<file path="src/rtl/ddr_bringup_ctrl.sv">
// PL DDR (MIG) bring-up sequencer in the clk_200 domain: lock filter, reset hold,
// calibration supervision with bounded retries. All outputs are driven from flops.
module ddr_bringup_ctrl #(
  parameter int LOCK_FILTER   = 16,
  parameter int HOLD_CYCLES   = 9181,
  parameter int HOLD_WIDTH    = 15,
  parameter int CALIB_TIMEOUT = 2000000,
  parameter int TIMEOUT_WIDTH = 21,
  parameter int MAX_RETRIES   = 3,
  parameter int RETRY_WIDTH   = 2
) (
  input  logic                   clk_200,
  input  logic                   sys_rst_i,
  input  logic                   mmcm_locked,
  input  logic                   init_calib_complete,
  input  logic                   restart_i,
  output logic                   mig_sys_rst_n_o,
  output logic                   ddr_ready_o,
  output logic                   calib_fail_o,
  output logic [RETRY_WIDTH-1:0] retry_count_o,
  output logic [2:0]             state_o
);

  localparam int FILTER_WIDTH = (LOCK_FILTER > 1) ? $clog2(LOCK_FILTER) : 1;

  localparam logic [FILTER_WIDTH-1:0]  FILTER_LAST  = FILTER_WIDTH'(LOCK_FILTER - 1);
  localparam logic [HOLD_WIDTH-1:0]    HOLD_LOAD    = HOLD_WIDTH'(HOLD_CYCLES - 1);
  localparam logic [TIMEOUT_WIDTH-1:0] TIMEOUT_LAST = TIMEOUT_WIDTH'(CALIB_TIMEOUT - 1);
  localparam logic [RETRY_WIDTH-1:0]   RETRY_MAX    = RETRY_WIDTH'(MAX_RETRIES);

  typedef enum logic [2:0] {
    ST_WAIT_LOCK  = 3'd0,
    ST_HOLD_RST   = 3'd1,
    ST_WAIT_CALIB = 3'd2,
    ST_RUNNING    = 3'd3,
    ST_FAILED     = 3'd4
  } state_t;

  state_t                   state_r,   state_nx_s;
  logic [FILTER_WIDTH-1:0]  filter_r,  filter_nx_s;
  logic [HOLD_WIDTH-1:0]    hold_r,    hold_nx_s;
  logic [TIMEOUT_WIDTH-1:0] timeout_r, timeout_nx_s;
  logic [RETRY_WIDTH-1:0]   retry_r,   retry_nx_s;
  logic                     rst_n_r;
  logic                     ready_r;
  logic                     fail_r;
  logic                     fail_event_s;
  logic                     lock_loss_s;

  // Next-state and counter logic; lock loss outranks restart, which outranks calibration events.
  always_comb begin
    state_nx_s   = state_r;
    filter_nx_s  = filter_r;
    hold_nx_s    = hold_r;
    timeout_nx_s = timeout_r;
    retry_nx_s   = retry_r;
    fail_event_s = 1'b0;
    lock_loss_s  = !mmcm_locked &&
                   ((state_r == ST_HOLD_RST) || (state_r == ST_WAIT_CALIB) || (state_r == ST_RUNNING));

    if (lock_loss_s) begin
      state_nx_s  = ST_WAIT_LOCK;
      filter_nx_s = {FILTER_WIDTH{1'b0}};
      retry_nx_s  = restart_i ? {RETRY_WIDTH{1'b0}} : retry_r;
    end else if (restart_i) begin
      retry_nx_s  = {RETRY_WIDTH{1'b0}};
      filter_nx_s = {FILTER_WIDTH{1'b0}};
      if (mmcm_locked) begin
        state_nx_s = ST_HOLD_RST;
        hold_nx_s  = HOLD_LOAD;
      end else begin
        state_nx_s = ST_WAIT_LOCK;
      end
    end else begin
      case (state_r)
        ST_WAIT_LOCK: begin
          if (!mmcm_locked) begin
            filter_nx_s = {FILTER_WIDTH{1'b0}};
          end else if (filter_r == FILTER_LAST) begin
            state_nx_s  = ST_HOLD_RST;
            hold_nx_s   = HOLD_LOAD;
            filter_nx_s = {FILTER_WIDTH{1'b0}};
          end else begin
            filter_nx_s = filter_r + FILTER_WIDTH'(1);
          end
        end
        ST_HOLD_RST: begin
          if (hold_r == {HOLD_WIDTH{1'b0}}) begin
            state_nx_s   = ST_WAIT_CALIB;
            timeout_nx_s = {TIMEOUT_WIDTH{1'b0}};
          end else begin
            hold_nx_s = hold_r - HOLD_WIDTH'(1);
          end
        end
        ST_WAIT_CALIB: begin
          // Calibration arriving on the timeout cycle still counts as success.
          if (init_calib_complete) begin
            state_nx_s = ST_RUNNING;
          end else if (timeout_r == TIMEOUT_LAST) begin
            fail_event_s = 1'b1;
          end else begin
            timeout_nx_s = timeout_r + TIMEOUT_WIDTH'(1);
          end
        end
        ST_RUNNING: begin
          if (!init_calib_complete) begin
            fail_event_s = 1'b1;
          end else begin
            state_nx_s = ST_RUNNING;
          end
        end
        ST_FAILED: begin
          state_nx_s = ST_FAILED;
        end
        default: begin
          state_nx_s  = ST_WAIT_LOCK;
          filter_nx_s = {FILTER_WIDTH{1'b0}};
        end
      endcase

      if (fail_event_s) begin
        if (retry_r < RETRY_MAX) begin
          retry_nx_s = retry_r + RETRY_WIDTH'(1);
          state_nx_s = ST_HOLD_RST;
          hold_nx_s  = HOLD_LOAD;
        end else begin
          state_nx_s = ST_FAILED;
        end
      end else begin
        retry_nx_s = retry_nx_s;
      end
    end
  end

  // State, counters and outputs; outputs are decoded from the next state so they change with it.
  always_ff @(posedge clk_200) begin
    if (sys_rst_i) begin
      state_r   <= ST_WAIT_LOCK;
      filter_r  <= {FILTER_WIDTH{1'b0}};
      hold_r    <= {HOLD_WIDTH{1'b0}};
      timeout_r <= {TIMEOUT_WIDTH{1'b0}};
      retry_r   <= {RETRY_WIDTH{1'b0}};
      rst_n_r   <= 1'b0;
      ready_r   <= 1'b0;
      fail_r    <= 1'b0;
    end else begin
      state_r   <= state_nx_s;
      filter_r  <= filter_nx_s;
      hold_r    <= hold_nx_s;
      timeout_r <= timeout_nx_s;
      retry_r   <= retry_nx_s;
      rst_n_r   <= (state_nx_s == ST_WAIT_CALIB) || (state_nx_s == ST_RUNNING);
      ready_r   <= (state_nx_s == ST_RUNNING);
      fail_r    <= (state_nx_s == ST_FAILED);
    end
  end

  assign mig_sys_rst_n_o = rst_n_r;
  assign ddr_ready_o     = ready_r;
  assign calib_fail_o    = fail_r;
  assign retry_count_o   = retry_r;
  assign state_o         = state_r;

endmodule

</file>
<file path="config.mk">
export PLATFORM = sky130hd
export DESIGN_NAME = ddr_bringup_ctrl
export DESIGN_NICKNAME = d
export VERILOG_FILES = /design/src/rtl/ddr_bringup_ctrl.sv
export SDC_FILE = /design/constraint.sdc
export NUM_CORES = 1
export LEC_CHECK = 0
export ABC_AREA = 1
export ABC_CLOCK_PERIOD_IN_PS = 1700
export BUFFER_PORTS_ARGS = -buffer_cell sky130_fd_sc_hd__buf_2
export CAP_MARGIN = 10
export CORE_UTILIZATION = 56
export CTS_CLUSTER_DIAMETER = 50
export DETAILED_ROUTE_END_ITERATION = 10
export PLACE_DENSITY = 0.84
export SLEW_MARGIN = 10
export SYNTH_ARGS = -nofsm -noshare
export SYNTH_HDL_FRONTEND = slang
export SYNTH_SLANG_ARGS = --single-unit
</file>
<file path="constraint.sdc">
create_clock -name clk_200 -period 1.7 [get_ports clk_200]
set_input_delay 0.085 -clock clk_200 [delete_from_list [all_inputs] [get_ports clk_200]]
set_output_delay 0.085 -clock clk_200 [all_outputs]
set_load 0.1 [all_outputs]
</file>
[After elaboration in Yosys (flattened, before gate mapping)]
Index checks and enable logic that the tools add are counted.
Cells by class
  mux-type cells: 36
  add/sub/neg operators: 4
  bitwise logic cells: 2
  order comparisons: 1
  reductions and logical operators: 16
  eq/ne operators: 14
Operator list (number)
  $mux W15: 7
  $mux W21: 3
  $pmux W21 S2: 1
  $pmux W15 S2: 1
  $mux W3: 8
  $add A21 B1 Y21 const B: 1
  $eq A21 B21 Y1 const B: 1
  $logic_not A15 Y1: 1
  $sub A15 B1 Y15 const B: 1
  $eq A3 B2 Y1 const B: 4
  $pmux W3 S4: 1
  $mux W2: 5
  $mux W4: 2
  $ne A2 B2 Y1 const B: 4
  $pmux W4 S2: 1
  $eq A3 B3 Y1 const B: 2
  $mux W1: 6
  $reduce_and A6 Y1: 1
  $reduce_bool A2 Y1: 3
  $add A4 B1 Y4 const B: 1
  $eq A4 B4 Y1 const B: 1
  $reduce_or A4 Y1: 1
  $eq A3 B1 Y1 const B: 1
  $logic_not A3 Y1: 1
  other kinds (12): 15
Storage, ports and cells
  input bits: 5
  register bits after elaboration: 48
  logic and storage cells: 81

[Logic depth before layout (Yosys ltp)]
Gate-level depths: netlist of the first run.
  word-level depth: 11
  depth in mapped cells: 13
  gate-level depth less buffers: 13

[Worst setup path before layout of the first run]
No wires, ideal clock.
  kind: reg2reg
  from: register state_r[2], in the netlist state_o[2]
  to: register timeout_r[11]
  path slack: -608 ps
  arrival: 2238 ps
  cell stages (with the launch flop): 12
  clock period less this slack: 2308 ps
  buffers on the path: 1
  cells stage by stage: dfxtp_1 > inv_2 > nand2_2 > nor2_4 > nand2_2 > nor2_4 > a21oi_4 > nand2_4 > nor2_8 > buf_12 > nand2_2 > a21oi_2
On the way
  longest elaborated chain between the ends: 6
  elaborated cells on any way between the ends: 13
  those cells by class: 6 x eq/ne; 1 x mux; 1 x bitwise; 5 x reduce/logical
Ends and longest elaborated chain
  start: declaration: RTL line 39  | state_t state_r, state_nx_s;
  start signal: assignment: RTL line 147  | state_r <= state_nx_s;
  $eq A3 B1 Y1 or $eq A3 B2 Y1 (tied branches): RTL line 59, 75
  $logic_or A1 B1 Y1 (2 in a row): RTL line 59  | ((state_r == ST_HOLD_RST) || (state_r == ST_WAIT_CALIB) || (state_r == ST_RUNNING));
  $logic_and A1 B1 Y1: RTL line 58  | lock_loss_s = !mmcm_locked &&
  $not A1 Y1 (no source line)
  $reduce_and A6 Y1 (no source line)
  end signal: assignment: RTL line 141  | timeout_r <= {TIMEOUT_WIDTH{1'b0}};
  end signal: assignment: RTL line 150  | timeout_r <= timeout_nx_s;
  end: declaration: RTL line 42  | logic [TIMEOUT_WIDTH-1:0] timeout_r, timeout_nx_s;
Parallel ways exist; a longest one is shown, timed or not.
A chain may end at the register's enable or synchronous reset.

[Final worst setup path of the first run]
  from: register hold_r[5]
  to: register state_r[0], in the netlist state_o[0]
On the way
  longest elaborated chain between the ends: 6
Ends and longest elaborated chain
  start: declaration: RTL line 41  | logic [HOLD_WIDTH-1:0] hold_r, hold_nx_s;
  start signal: assignment: RTL line 140  | hold_r <= {HOLD_WIDTH{1'b0}};
  start signal: assignment: RTL line 149  | hold_r <= hold_nx_s;
  $logic_not A15 Y1: RTL line 88  | if (hold_r == {HOLD_WIDTH{1'b0}}) begin
  $mux W3: RTL line 88
  $pmux W3 S4: RTL line 75  | case (state_r)
  $mux W3: RTL line 121  | if (fail_event_s) begin
  $mux W3: RTL line 65  | end else if (restart_i) begin
  $mux W3: RTL line 61  | if (lock_loss_s) begin
No other way between the ends.

==> run metrics, run 1 <==
status=finished, violations left; failing checks=setup timing; gpl congestion=around 1.1; CP max-delay cell=dfxtp_1; WL/cell=16.1 microns; first-pass GRT wire length=14700 microns; R2R depth=10; Initial Util=59.7%; max_slew headroom=~66%; Final Util=between 70% and 80%; worst hold slack=0.141 ns; commonest non-fill, non-tap cell in the layout=nand2_1; initial antenna violation count=0; post-synthesis sequential area ratio=roughly 29%; Crit path top cell by count=nor2_1; Hold Crit Class=primary input to flip-flop; Synth Net Count=roughly 540; Period Utilization, post-route=109%; f_max=540 MHz; max-slew violation count=0; Initial DRC Count=just over 600; total power=about 2.6 mW; CP required=~1.9 ns; Leakage=between 1.5 and 2 nW; most frequent cells in the layout=nand2_1 (120), nor2_1 (75), buf_4 (54); Crit Reg-Reg Startpoint=hold_r[5]; layout cell share with drive strength beyond 1=a little under a third; final net count=607; dpl ws=-0.0294 ns; worst setup path endpoint=state_o[0]; Die H=between 70 and 80 microns; CTS tree=yes; Root Buffer=clkbuf_8; TNS Setup=-0.685 ns; DR vias/cell=between 5 and 6; Avg Inst Size Synth=roughly 6.4 sq um; start point of the critical path=hold_r[5]; CP peak stage delay=approximately 0.37 ns; Synth Flop Type=dfxtp_1; I/O Pins=13; antenna-violating nets left=0; row count=27; largest net degree at the start of global routing=21; CP max FO=7; Crit. End Element=flip-flop; fin crit period=1.85 ns; crit path kind=flip-flop to flip-flop; Slew @ Worst Pin=a little over 0.5 ns; Post-CTS Hold Buffers=0; Post-Syn Area=about 3400 sq um; die area=around 6300 sq um; ant diodes=0; CP Launch Type=flip-flop; worst skew pair latency=between 0.3 and 0.4 ns; drt pass-1 iters=6; Setup WS post-layout=-0.151 ns; total track usage=about 30%; vias in the first global route=between 3000 and 4000; final setup vio count=13; CP Data Arrival Time=2.04 ns; end of the worst register-to-register path=state_o[0]; Clock Path Buffers=2; crit path cell chain=nor2_2, nand2_2, nor2_1, nand2_1, nand2_2, nand2_1, nor2_1, nor2_1, o21ai_1, nor2_1; Post-synth EDFFs=0; Distinct cells, synth=34; Fin. Hold Viols=0; ys async rst share=0%; RSZ-0062 raised after global routing=true; port bufs=12; cells after synthesis=528; peak supply drop=about 570 uV; filler instances=between 300 and 400; r2r setup slk=-0.15 ns; global route overflow=0; dpl hpwl=6500 microns; max-capacitance violation count=0; via count=between 3000 and 4000; Yosys reg bits=48; yosys synthesis warning count=0; Layout Skew=approximately 0.014 ns; DRC=0; final wirelength=10800 microns; Power per Cell Area=between 600 and 700 nW/um^2; clk slew on worst S/H paths=around 0.10 ns; H-tree lvl count=2; core area=about 5600 sq um; clock buffer count from CTS=5; Area Overhead vs Synth=26.1%; Chip Width=79.5 microns; CTS Sinks=48
where the power goes:
group	internal (mW)	total, mW	switching [mW]
logic	0.204	0.576	0.372
clock network	0.444	0.881	0.437
registers	1.15	1.19	0.0374
total	1.80	2.65	0.847
final cells by class:
class	count	area (sq um)	share of cell area (%)
Tap cell	72	90.1	2.12
Clock inverter	3	46.3	1.09
Clock buffer	5	68.8	1.62
Timing Repair Buffer	70	537	12.7
Inverter	63	245	5.78
Sequential cell	48	993	23.4
Multi-Input combinational cell	409	2260	53.3
logic make-up (layout without fill, tap and decap cells):
| logic type | count (synthesis) | after routing | share of synthesized area [%] |
|---|---|---|---|
| AOI/OAI and AO/OA | 70 | 70 | 12.6 |
| DFF | 48 | 48 | 28.6 |
| xor gates and xnor gates | 14 | 14 | 3.64 |
| adders and majority gates | 5 | 5 | 1.86 |
| buffers and inverters | 73 | 141 | 9.44 |
| and+or+nand+nor | 318 | 320 | 43.9 |
metal layers:
layer / track usage [%] / wire length (microns) / vias to the layer above
li1: - / - / 1827
met1: 39.8 / 4370 / 1791
met2: 48.2 / 4860 / 279
met3: 6.17 / 1130 / 65
met4: 8.73 / 451 / 0
met5: 0 / 0 / -
worst max-delay path, delay by kind of cell, from the launching register on:
family             cells  cell delay, ns
and+or+nand+nor        9            1.16
DFF                    1            0.37
AOI/OAI and AO/OA      1            0.19
state kept, by name, summed over array words and instances, names as in the netlist:
| signal | count |
|---|---|
| ddr_ready_o | 1 |
| state_o | 3 |
| retry_count_o | 2 |
| calib_fail_o | 1 |
| filter_r | 4 |
| timeout_r | 21 |
| mig_sys_rst_n_o | 1 |
| hold_r | 15 |
timing repair:
item,in CTS,in global routing
pin swaps,2,22
buffers inserted,2,18
endpoints found under the setup margin,14,42
gates cloned,1,1
gates resized for setup,1,63
synthesized netlist by cell type, drive strengths merged (10+ instances only):
| master | instances | area (sq um) |
|---|---|---|
| dfxtp | 48 | 961 |
| inv | 62 | 233 |
| nor2 | 99 | 440 |
| nor3 | 11 | 55.1 |
| xor2 | 11 | 96.3 |
| nand3 | 46 | 265 |
| a21oi | 32 | 209 |
| nand4 | 10 | 62.6 |
| nand2 | 150 | 641 |
| o21ai | 30 | 150 |
worst min path at each step:
| stage | startpoint | end | cells after the start |
|---|---|---|---|
| after floorplan | restart_i | retry_count_o[1] | 3 |
| after global placement | restart_i | retry_count_o[0] | 4 |
| after detailed placement | restart_i | retry_count_o[1] | 4 |
| after CTS | restart_i | retry_count_o[1] | 4 |
| after global routing | restart_i | retry_count_o[0] | 4 |
| final | restart_i | retry_count_o[1] | 4 |
per-stage QoR:
step	cells	area, sq um
4_1_cts	651	3920
3_5_place_dp	640	3760
6_report	670	4240
2_1_floorplan	528	3380
5_1_grt	670	4240
3_3_place_gp	640	3760
Power figures use the tool's default switching activity.
==> run 2: changes to the inputs <==
GPL_TIMING_DRIVEN = 0   (was default)
==> run 2 against run 1 <==
  * The run still ends with setup timing left
  * Clock-buffer cell count is 1 higher
  * Non-clock buffer count is 21 lower
  * First-iteration DRC count is 28% lower
  * Via count is 5.5% lower
  * Sequential share of layout area is 0.94 points higher
  * Sequential cell count stayed put
  * Cell count is 3.4% lower
  * Final area is 2.5% lower
  * Clock power is 5.0% lower
  * Clock skew is 0.0042 ns lower
  * Global-route usage is 0.35 points higher
==> run metrics, run 2 (same netlist as run 1, synthesis figures left out) <==
Crit. End Element=flip-flop; TNS Setup=-0.177 ns (+0.508 ns); hold depth=4 (unchanged); I/O Pins=13 (unchanged); Slew @ Worst Pin=0.751 ns (+0.235 ns); row count=27 (unchanged); CP Data Arrival Time=1.90 ns (-0.14 ns); CTS Sinks=48 (unchanged); DR vias/cell=5.79 (-2.1%); die area=6320 sq um (unchanged); gpl congestion=0.935 (-12%); antenna-violating nets left=0 (unchanged); final net count=584 (-3.8%); H-tree lvl count=2 (unchanged); Hold EP=retry_count_o[0]; r2r setup slk=-0.04 ns (+0.11 ns); hold path startpoint=restart_i; final setup vio count=10 (-3); metal3 WL=856 microns (-24%); Layout Skew=0.0102 ns (-0.00415 ns); RSZ-0062 raised after global routing=true; uppermost layer routed=met4; fin crit period=1.74 ns (-0.111 ns); routed metal-1 wire length=4300 microns (-1.6%); global route overflow=0 (unchanged); largest net degree at the start of global routing=15 (-29%); met2 WL=4770 microns (-1.8%); biggest regs=timeout_r (21), hold_r (15), filter_r (4); Chip Width=79.5 microns (unchanged); most frequent cells in the layout=nand2_1 (115), nor2_1 (75), inv_1 (51); CTS tree=yes; Clock Path Buffers=2 (unchanged); Final Util=73.3% (-1.9 points); end of the worst register-to-register path=hold_r[1]; status=finished, violations left; clock buffer count from CTS=5 (unchanged); max-capacitance violation count=0 (unchanged); max_slew headroom=49.9% (-16 points); f_max=575 MHz (+6.4%); CP max FO=5 (-2); Leakage=1.64 nW (-7.5%); Period Utilization, post-route=102% (-6.5 points); Area Overhead vs Synth=22.9%; Fin. Hold Viols=0 (unchanged); drt pass-1 iters=5 (-1); worst hold slack=0.136 ns (-0.00533 ns); first-pass GRT wire length=15000 microns (+1.8%); Initial DRC Count=442 (-28%); dpl hpwl=6410 microns (-1.5%); initial antenna violation count=0 (unchanged); total track usage=30.2% (+0.35 points); Setup WS post-layout=-0.0401 ns (+0.111 ns); layout cell share with drive strength beyond 1=30.8% (-0.82 points); failing checks=setup timing; WL/cell=15.7 microns (-2.5%); Hold Crit Class=primary input to flip-flop; vias in the first global route=3238 (+1.5%); Post-CTS Hold Buffers=0 (unchanged); peak supply drop=417 uV (-27%); CP required=1.86 ns (-0.03 ns); Root Buffer=clkbuf_8; crit path kind=flip-flop to flip-flop; Initial Util=59.7% (unchanged); DRC=0 (unchanged); total power=2.58 mW (-2.4%); via count=3745 (-5.5%); final wirelength=10200 microns (-5.8%); Crit Reg-Reg Startpoint=state_o[0]; port bufs=11 (-1); Power per Cell Area=625 nW/um^2 (+0.17%); CP Launch Type=flip-flop; core area=5640 sq um (unchanged); Die H=79.5 microns (unchanged); Most flops, register=timeout_r; commonest non-fill, non-tap cell in the layout=nand2_1; R2R depth=10 (unchanged); worst skew pair latency=0.31 ns (about the same); max-slew violation count=0 (unchanged); ant diodes=0 (unchanged); Largest register FFs=21 (unchanged); clk slew on worst S/H paths=0.09 ns (about the same)
-- run 2: cell count changes in the layout (fill, tap and decap cells not counted), sizes merged --
cell    delta
clkbuf     +6
buf       -26
inv        -1
nand3      -2
-- run 2: critical path, cell delays in order (launching register included) --
cell	delay (ns)
dfxtp_4	0.39
buf_6	0.13
nor2_4	0.15
nand2_2	0.10
nor2_4	0.16
nand2_2	0.10
nand2_4	0.11
nand3_4	0.10
buf_2	0.19
nand3_1	0.09
a21oi_1	0.06
-- run 2: per-stage QoR --
step / std cells / worst slack [ns] / cell area, sq um
2_1_floorplan: 528 / 0.0141 / 3380
3_3_place_gp: 611 / -0.136 / 3530
3_5_place_dp: 611 / -0.174 / 3530
4_1_cts: 632 / -0.0159 / 3850
5_1_grt: 647 / -0.185 / 4140
6_report: 647 / -0.0401 / 4140
-- run 2: area by class of cell --
cell class,instances,area (sq um)
Buffer,9,73.8
Sequential cell,48,1010
Clock inverter,2,35.0
Clock buffer,6,72.6
Fill cell,390,1510
Multi-Input combinational cell,407,2310
Timing Repair Buffer,40,289
Inverter,63,258
Tap cell,72,90.1
-- run 2: worst max path at each step --
stage	from	to	cells after the start
3_5_place_dp	hold_r[0]	timeout_r[6]	10
4_1_cts	hold_r[13]	timeout_r[13]	10
5_1_grt	hold_r[1]	timeout_r[13]	10
2_1_floorplan	state_o[2]	timeout_r[11]	11
3_3_place_gp	hold_r[0]	timeout_r[13]	10
6_report	state_o[0]	hold_r[1]	10
-- run 2: metal layers --
metal | vias up | GRT usage, %
met5 | - | 0
met4 | 0 | 9.82
met3 | 31 | 4.69
met2 | 192 | 48.3
met1 | 1742 | 41.2
li1 | 1780 | -
-- run 2: report_power, final --
group	total [mW]	leakage (nW)	switching (mW)	internal, mW
Sequential	1.21	0.403	0.0514	1.15
Combinational	0.541	1.19	0.355	0.186
Clock	0.837	0.0552	0.399	0.437
-- run 2: what timing repair did --
action	4_1_cts	5_1_grt
resized for setup	33	70
cloned	1	1
buffers inserted	12	16
setup endpoints to repair	42	44
pin swaps	14	18
